$ cat src/rtl/bcd_down_counter_3_digit_pkg.sv
// Shared constants, digit type and BCD helper functions for the
// three-digit BCD down counter.
package bcd_down_counter_3_digit_pkg;

  localparam int NUM_DIGITS = 3;

  typedef logic [3:0] bcd_digit_t;

  localparam bcd_digit_t BCD_ZERO = 4'd0;
  localparam bcd_digit_t BCD_NINE = 4'd9;

  function automatic logic bcd_legal(input bcd_digit_t d);
    return (d <= BCD_NINE);
  endfunction

  function automatic bcd_digit_t bcd_clamp(input bcd_digit_t d, input bcd_digit_t max_val);
    bcd_digit_t r;
    if (bcd_legal(d)) begin
      r = d;
    end else begin
      r = max_val;
    end
    return r;
  endfunction

endpackage

$ cat src/rtl/bcd_down_counter_3_digit_if.sv
// Control and result bundle of the BCD down counter. The master side drives
// load/en; the slave side (the counter) returns the count and its flags.
interface bcd_down_counter_3_digit_if;

  logic        load;
  logic [11:0] load_val;
  logic        en;
  logic [11:0] out;
  logic        zero;
  logic        borrow;
  logic        load_err;

  modport master (
    output load, load_val, en,
    input  out, zero, borrow, load_err
  );

  modport slave (
    input  load, load_val, en,
    output out, zero, borrow, load_err
  );

endinterface

$ cat src/rtl/bcd_down_digit.sv
// One BCD digit register: load with clamp, decrement 9..0 with wrap to 9,
// recovery of illegal codes to 0, and a borrow-out flag while the digit is 0.
module bcd_down_digit
  import bcd_down_counter_3_digit_pkg::*;
#(
  parameter bcd_digit_t LOAD_MAX = 4'd9
) (
  input  logic       clk,
  input  logic       reset,
  input  logic       load,
  input  bcd_digit_t load_digit,
  input  logic       step,
  output bcd_digit_t digit,
  output bcd_digit_t nxt,
  output logic       borrow_out
);

  bcd_digit_t digit_r;

  // Next-state selection: load first, then illegal-code recovery, then step.
  always_comb begin
    nxt = digit_r;
    if (load) begin
      nxt = bcd_clamp(load_digit, LOAD_MAX);
    end else if (!bcd_legal(digit_r)) begin
      nxt = BCD_ZERO;
    end else if (step) begin
      if (digit_r == BCD_ZERO) begin
        nxt = BCD_NINE;
      end else begin
        nxt = digit_r - 4'd1;
      end
    end else begin
      nxt = digit_r;
    end
  end

  // Digit state register.
  always_ff @(posedge clk or negedge reset) begin
    if (!reset) begin
      digit_r <= BCD_ZERO;
    end else begin
      digit_r <= nxt;
    end
  end

  assign digit      = digit_r;
  assign borrow_out = (digit_r == BCD_ZERO);

endmodule

$ cat src/rtl/bcd_down_counter_3_digit.sv
// Three-digit packed-BCD down counter (999..000) with preset load,
// terminal-zero flag, wrap/underflow borrow pulse and bad-load pulse.
module bcd_down_counter_3_digit
  import bcd_down_counter_3_digit_pkg::*;
#(
  parameter bit         WRAP     = 1'b1,
  parameter bcd_digit_t LOAD_MAX = 4'd9
) (
  input logic                          clk,
  input logic                          reset,
  bcd_down_counter_3_digit_if.slave    bus
);

  logic [NUM_DIGITS-1:0] step_s;
  logic [NUM_DIGITS-1:0] bout_s;
  bcd_digit_t            digit_s [NUM_DIGITS];
  bcd_digit_t            nxt_s   [NUM_DIGITS];
  logic                  at_zero_s;
  logic                  hold_zero_s;
  logic                  zero_next_s;
  logic                  borrow_next_s;
  logic                  bad_load_s;
  logic                  zero_r;
  logic                  borrow_r;
  logic                  load_err_r;

  assign at_zero_s = &bout_s;
  // Saturating mode freezes every digit once the count sits at 000.
  assign hold_zero_s = !WRAP && at_zero_s;

  // Synchronous borrow chain: a digit steps only when all lower digits are 0.
  always_comb begin
    step_s    = '0;
    step_s[0] = bus.en && !hold_zero_s;
    for (int i = 1; i < NUM_DIGITS; i++) begin
      step_s[i] = step_s[i-1] && bout_s[i-1];
    end
  end

  for (genvar g = 0; g < NUM_DIGITS; g++) begin : g_digit
    bcd_down_digit #(
      .LOAD_MAX (LOAD_MAX)
    ) u_digit (
      .clk        (clk),
      .reset      (reset),
      .load       (bus.load),
      .load_digit (bus.load_val[4*g +: 4]),
      .step       (step_s[g]),
      .digit      (digit_s[g]),
      .nxt        (nxt_s[g]),
      .borrow_out (bout_s[g])
    );
  end

  // Flag next-states, derived from the same next digit values as the count.
  always_comb begin
    zero_next_s = 1'b1;
    bad_load_s  = 1'b0;
    for (int i = 0; i < NUM_DIGITS; i++) begin
      if (nxt_s[i] != BCD_ZERO) begin
        zero_next_s = 1'b0;
      end else begin
        zero_next_s = zero_next_s;
      end
      if (!bcd_legal(bus.load_val[4*i +: 4])) begin
        bad_load_s = 1'b1;
      end else begin
        bad_load_s = bad_load_s;
      end
    end
    borrow_next_s = bus.en && !bus.load && at_zero_s;
  end

  // Flag registers.
  always_ff @(posedge clk or negedge reset) begin
    if (!reset) begin
      zero_r     <= 1'b1;
      borrow_r   <= 1'b0;
      load_err_r <= 1'b0;
    end else begin
      zero_r     <= zero_next_s;
      borrow_r   <= borrow_next_s;
      load_err_r <= bus.load && bad_load_s;
    end
  end

  assign bus.out      = {digit_s[2], digit_s[1], digit_s[0]};
  assign bus.zero     = zero_r;
  assign bus.borrow   = borrow_r;
  assign bus.load_err = load_err_r;

endmodule

$ cat src/flat_wrapper.sv
// flat-port wrapper written by rule: the top's interface ports become plain ports
module bcd_down_counter_3_digit_flat import bcd_down_counter_3_digit_pkg::*;
#(
  parameter bit         WRAP     = 1'b1,
  parameter bcd_digit_t LOAD_MAX = 4'd9
)
  (clk, reset, bus_load, bus_load_val, bus_en, bus_out, bus_zero, bus_borrow, bus_load_err);
  bcd_down_counter_3_digit_if bus_i ();
  input logic clk;
  input logic reset;
  input wire logic [$bits(bus_i.load)-1:0] bus_load;
  input wire logic [$bits(bus_i.load_val)-1:0] bus_load_val;
  input wire logic [$bits(bus_i.en)-1:0] bus_en;
  output wire logic [$bits(bus_i.out)-1:0] bus_out;
  output wire logic [$bits(bus_i.zero)-1:0] bus_zero;
  output wire logic [$bits(bus_i.borrow)-1:0] bus_borrow;
  output wire logic [$bits(bus_i.load_err)-1:0] bus_load_err;
  assign bus_i.load = bus_load;
  assign bus_i.load_val = bus_load_val;
  assign bus_i.en = bus_en;
  assign bus_out = bus_i.out;
  assign bus_zero = bus_i.zero;
  assign bus_borrow = bus_i.borrow;
  assign bus_load_err = bus_i.load_err;
  bcd_down_counter_3_digit #(.WRAP(WRAP), .LOAD_MAX(LOAD_MAX)) u_core (.clk(clk), .reset(reset), .bus(bus_i));
endmodule
$ cat config.mk
export PLATFORM = sky130hd
export DESIGN_NAME = bcd_down_counter_3_digit_flat
export DESIGN_NICKNAME = d
export VERILOG_FILES = /design/src/rtl/bcd_down_counter_3_digit_pkg.sv /design/src/rtl/bcd_down_counter_3_digit_if.sv /design/src/rtl/bcd_down_digit.sv /design/src/rtl/bcd_down_counter_3_digit.sv /design/src/flat_wrapper.sv
export SDC_FILE = /design/constraint.sdc
export NUM_CORES = 1
export LEC_CHECK = 0
export CORE_AREA = 4 4 54 56
export CTS_BUF_LIST = sky130_fd_sc_hd__clkbuf_16
export DETAILED_ROUTE_END_ITERATION = 6
export DIE_AREA = 0 0 58 60
export PLACE_DENSITY = 0.83
export SYNTH_ARGS = -nofsm -noshare
export SYNTH_HDL_FRONTEND = slang
export SYNTH_SLANG_ARGS = --single-unit
$ cat constraint.sdc
create_clock -name clk -period 7 [get_ports clk]
set_clock_uncertainty 0.15 [all_clocks]
set_input_delay 1.4 -clock clk [delete_from_list [all_inputs] [get_ports clk]]
set_output_delay 1.4 -clock clk [all_outputs]
set_load 0.02 [all_outputs]
After elaboration in Yosys (flattened, before gate mapping) --
Cells that the tools add are included.
Operators by class: add/sub/neg operators 3, multipliers 0, div/mod/pow operators 0, order comparisons 6, equal/unequal tests 0, shifts and indexed selects 0, mux-type cells 21, bitwise logic cells 0, reduce and logical (&&, ||, !) cells 13
Operator list (count):
- $mux W4 | 15
- $le A4 B4 Y1 const B | 6
- $logic_not A4 Y1 | 3
- $reduce_bool A4 Y1 | 3
- $sub A4 B1 Y4 const B | 3
- $mux W1 | 6
- $logic_and A1 B1 Y1 | 5
- $reduce_and A3 Y1 | 1
- $logic_not A1 Y1 | 1
Word-level totals: flip-flop bits (word level) 15, latch bits 0, bits in writable memories 0, ROM bits 0, bits of input ports 16, output and inout bits 15, logic and storage cells 49, memories kept 0

Logic depth before layout (Yosys ltp) --
word-level depth 9, gate-level depth with buffers 6, depth with buffers taken out 5

Modules after synthesis --
Synthesis repeated with hierarchy kept, for this count alone.
Second synthesis, totals: cells, all modules 95, area total of the unflattened synthesis 923.4 um^2
By module, submodules not included:
- bcd_down_digit | times used 3, cells each 27, area each 257.7 um^2
- bcd_down_counter_3_digit | times used 1, cells each 14, area each 150.1 um^2

Worst setup path before layout --
Ideal clock, no wire load.
path kind input port to flip-flop, start point input port bus_en, end point register u_core.zero_r, in the netlist u_core.bus.zero, setup time 90 ps, data arrival time 2823 ps, slack 3937 ps, stages on the path 5, path through or4b_4 -> or2_2 -> mux2i_1 -> a211o_1 -> nor4_2
Between the ends: longest elaborated chain between the ends 7
RTL lines:
- start, declared | RTL line flat_wrapper.sv:13 | input wire logic [$bits(bus_i.en)-1:0] bus_en;
- $mux W4 or $logic_and A1 B1 Y1 (tied branches) | RTL line bcd_down_digit.sv:27, bcd_down_counter_3_digit.sv:36
- $mux W4 (tied with other cells) | RTL line bcd_down_digit.sv:25 | end else if (!bcd_legal(digit_r)) begin
- $mux W4 (on tied branches) | RTL line bcd_down_digit.sv:23, bcd_down_digit.sv:25, bcd_down_digit.sv:27
- $reduce_bool A4 Y1 (tied with other cells) | RTL line bcd_down_counter_3_digit.sv:60 | if (nxt_s[i] != BCD_ZERO) begin
- $mux W1 (tied with other cells) | RTL line bcd_down_counter_3_digit.sv:60
- $mux W1 or $reduce_bool A4 Y1 (tied branches) | RTL line bcd_down_counter_3_digit.sv:60
- $mux W1 * | RTL line bcd_down_counter_3_digit.sv:60
- via u_core.zero_next_s | RTL line bcd_down_counter_3_digit.sv:20 | logic zero_next_s;
- end signal, assigned | RTL line bcd_down_counter_3_digit.sv:81 | zero_r <= zero_next_s;
- end, declared | RTL line bcd_down_counter_3_digit.sv:23 | logic zero_r;
The timed path passes the listed nets; every way through them passes the cells marked *.

Worst setup path in the final report --
start point input port bus_load, end point register u_core.zero_r, in the netlist u_core.bus.zero
Between the ends: longest elaborated chain between the ends 5
RTL lines:
- start, declared | RTL line flat_wrapper.sv:11 | input wire logic [$bits(bus_i.load)-1:0] bus_load;
- $mux W4 | RTL line bcd_down_digit.sv:23 | if (load) begin
- via u_core.g_digit[0].u_digit.nxt[2] | RTL line bcd_down_digit.sv:14 | output bcd_digit_t nxt,
- $reduce_bool A4 Y1 | RTL line bcd_down_counter_3_digit.sv:60
- $mux W1 (3 in series) | RTL line bcd_down_counter_3_digit.sv:60
- via u_core.zero_next_s | RTL line bcd_down_counter_3_digit.sv:20
The timed path passes the listed nets, and every way through them passes these cells.

==> flow_metrics.env <==
export IMPL_status="finished, final reports clean"
export IMPL_worst_path_max_delay_cell="clkdlybuf4s50_1"
export IMPL_slew_viol_final=0
export IMPL_setup_worst_path_end_class="flop"
export IMPL_drc=0
export IMPL_cts_buffers=3
export IMPL_timing_final_crit_share_pct=54.6
export IMPL_async_flop_share_pct=100
export IMPL_netlist_instances=119
export IMPL_static_leakage_power_nw=0.566
export IMPL_dp_hpwl_um=2210
export IMPL_drive_above_1_share_pct=10.8
export IMPL_max_slew_margin_pct=41.4
export IMPL_yosysSeqAreaShare_pct=35.5
export IMPL_fin_setup_tns_ps=0
export IMPL_avgSynthCellArea_um2=8.91
export IMPL_hold_viol_final=0
export IMPL_clock_root_buffer="clkbuf_16"
export IMPL_final_core_util_pct=59.6
export IMPL_worstPathMaxFanout=27
export IMPL_required_ps=7010
export IMPL_layout_setup_ws_ps=3180
export IMPL_ys_ff_latch=15
export IMPL_drt_total_wl_um=2900
export IMPL_track_usage_pct=17.7
export IMPL_via_per_inst=6.12
export IMPL_design_area_um2=1450
export IMPL_area_delta_synth_final_pct=36.7
export IMPL_fmax_mhz=262
export IMPL_p_total_mw=0.311
export IMPL_netlist_area_um2=1060
export IMPL_hp_class="flop to flop"
export IMPL_ant_nets=0
export IMPL_die_w_um=58
export IMPL_criticalPathCategory="input pin to flop"
export IMPL_cp_slowest_stage_delay_ps=1040
export IMPL_final_cell_count_no_fill=178
export IMPL_worst_pin_slew_ps=876
export IMPL_dpl_instance_area_um2=1370
export IMPL_power_per_cell_area_nw_per_um2=215
export IMPL_min_period_ps=3820
export IMPL_synth_edf_count=0
export IMPL_cts_tree="yes"
export IMPL_die_height_um=60
export IMPL_crit_path_start_kind="input pin"
export IMPL_path_clk_slew_ps=50
export IMPL_dp_cells=174
export IMPL_antenna_cells=0
export IMPL_ir_drop_mv=0.127
export IMPL_core_um2=2430
export IMPL_clock_sinks=15
export IMPL_ys_warnings_count=0
export IMPL_num_vias=1090
export IMPL_die_area_um2=3480
export IMPL_rows=18
export IMPL_syn_nets=135
export IMPL_crit_buf_inv=2
export IMPL_gr_total_overflow=0
export IMPL_antenna_found_initial=0
export IMPL_cp_cell_sequence="clkdlybuf4s50_1 -> inv_1 -> and4b_1 -> a311o_1 -> a211o_1 -> nor4_2"
export IMPL_whs_ps=451
export IMPL_grt_max_degree=28
export IMPL_fill_cells=215
export IMPL_maxCapViolCount=0
export IMPL_grt_pass1_vias=982
export IMPL_synth_cell_types=48
export IMPL_cts_repair_resized=0
export IMPL_dr_pass1_iters=6
export IMPL_arrival_ps=3830
export IMPL_grt_setup_unrepaired="no"
export IMPL_grt_pass1_wl_um=4490
export IMPL_gp_congestion=0.864
export IMPL_clockBufferDepth=2
export IMPL_synth_flop_cell="dfrtp_1"
export IMPL_worstSkewPairLatency_ps=250
export IMPL_io_pin_count=31
export IMPL_drt_iter0_drc=56
export IMPL_post_drt_wl_per_cell_um=16.3
export IMPL_start_util_pct=43.6
export IMPL_register_area_um2=377
export IMPL_setup_violations=0
export IMPL_port_buffers=30
export IMPL_place_ws_ps=2950
export IMPL_post_cts_buffers=0
export IMPL_cts_hold_buffers=0
export IMPL_fin_nets=165
export IMPL_multi_input_area_um2=628
export IMPL_cts_max_level=1
export IMPL_crit_family="buffers and inverters"
-- state kept, by name (all words and copies together) (netlist names) --
register                      count
u_core.bus.borrow                 1
u_core.bus.load_err               1
u_core.bus.zero                   1
u_core.g_digit.u_digit.digit     12
-- where the power goes --
group          leakage, nW  internal, mW  switching [mW]
registers            0.186        0.0948          0.0157
clock network       0.0409        0.0763          0.0352
logic                0.340        0.0434          0.0454
-- placed cells by master (no fill, tap or decap), types with 2 or more instances in the layout --
cell / Yosys / layout
clkdlybuf4s50_1: 0 / 30
dfrtp_1: 14 / 14
o21ai_0: 8 / 8
nand2_1: 8 / 8
inv_1: 7 / 7
a21oi_1: 7 / 7
nor2_1: 6 / 6
nor4_1: 5 / 5
nor3_1: 4 / 4
nand3_1: 4 / 4
xnor2_1: 3 / 3
or2_2: 3 / 3
xor2_1: 3 / 3
o21a_1: 3 / 3
o31ai_1: 3 / 3
clkbuf_16: 0 / 3
nor3b_1: 2 / 2
a31oi_1: 2 / 2
nor2b_1: 2 / 2
a221o_1: 2 / 2
nand3b_1: 2 / 2
o31a_1: 2 / 2
-- layer usage --
metal	global-route usage, %	routed length (µm)	up-vias
li1	-	-	518
met1	19.8	1120	493
met2	28.4	1380	68
met3	5.40	294	11
met4	12.9	114	0
met5	0	0	-
-- final timing paths --
check	slack, ps	startpoint	cells past startpoint	to
worst max register to register	4640	u_core.g_digit[0].u_digit.digit[3]$_DFF_PN0_	5	u_core.bus.zero$_DFF_PN1_
max in group asynchronous	4840	reset	1	u_core.g_digit[0].u_digit.digit[0]$_DFF_PN0_
worst min-delay path	450	u_core.g_digit[2].u_digit.digit[0]$_DFF_PN0_	1	u_core.bus.borrow$_DFF_PN0_
min in group asynchronous	1420	reset	1	u_core.g_digit[1].u_digit.digit[3]$_DFF_PN0_
worst max-delay path	3180	bus_load	6	u_core.bus.zero$_DFF_PN1_
worst min register to register	450	u_core.g_digit[2].u_digit.digit[0]$_DFF_PN0_	1	u_core.bus.borrow$_DFF_PN0_
-- cells in the mapped netlist (2+ instances only) --
| library cell | n | area, µm² |
|---|---|---|
| o31a_1 | 2 | 17.5 |
| nand3b_1 | 2 | 15.0 |
| o31ai_1 | 3 | 22.5 |
| o21a_1 | 3 | 22.5 |
| xnor2_1 | 3 | 26.3 |
| nor2b_1 | 2 | 12.5 |
| nor3b_1 | 2 | 15.0 |
| nor3_1 | 4 | 20.0 |
| a21oi_1 | 7 | 35.0 |
| a31oi_1 | 2 | 12.5 |
| buf_2 | 2 | 10.0 |
| a221o_1 | 2 | 20.0 |
| nand3_1 | 4 | 20.0 |
| nor4_1 | 5 | 31.3 |
| nor2_1 | 6 | 22.5 |
| o21ai_0 | 8 | 40.0 |
| nand2_1 | 8 | 30.0 |
| xor2_1 | 3 | 26.3 |
| inv_1 | 7 | 26.3 |
| or2_2 | 3 | 18.8 |
| dfrtp_1 | 14 | 350 |
-- worst reg2reg max path, delay by kind of cell, from the launching register on --
family / cells / cell delay (ps)
AND/OR/NAND/NOR: 3 / 1190
flip-flops: 1 / 500
multiplexers: 1 / 130
AO/OA/AOI/OAI: 1 / 300
-- logic make-up (layout without fill, tap and decap cells) --
| logic type | count (synthesis) | count (layout) | synth area share, % |
|---|---|---|---|
| buf+inv | 12 | 41 | 5.19 |
| mux | 1 | 1 | 0.945 |
| xor+xnor | 6 | 6 | 4.96 |
| flops | 15 | 15 | 35.5 |
| compound gates | 40 | 40 | 27.4 |
| simple gates | 45 | 45 | 26.0 |
-- cell type report --
class	instances	share of cell area [%]
multi-input combinational	92	43.4
sequential	15	26.0
timing repair buffer	30	20.7
clock buffer	3	5.18
tap	30	2.59
inverter	7	1.81
clock inverter	1	0.345
Power figures use the tool's default switching activity.
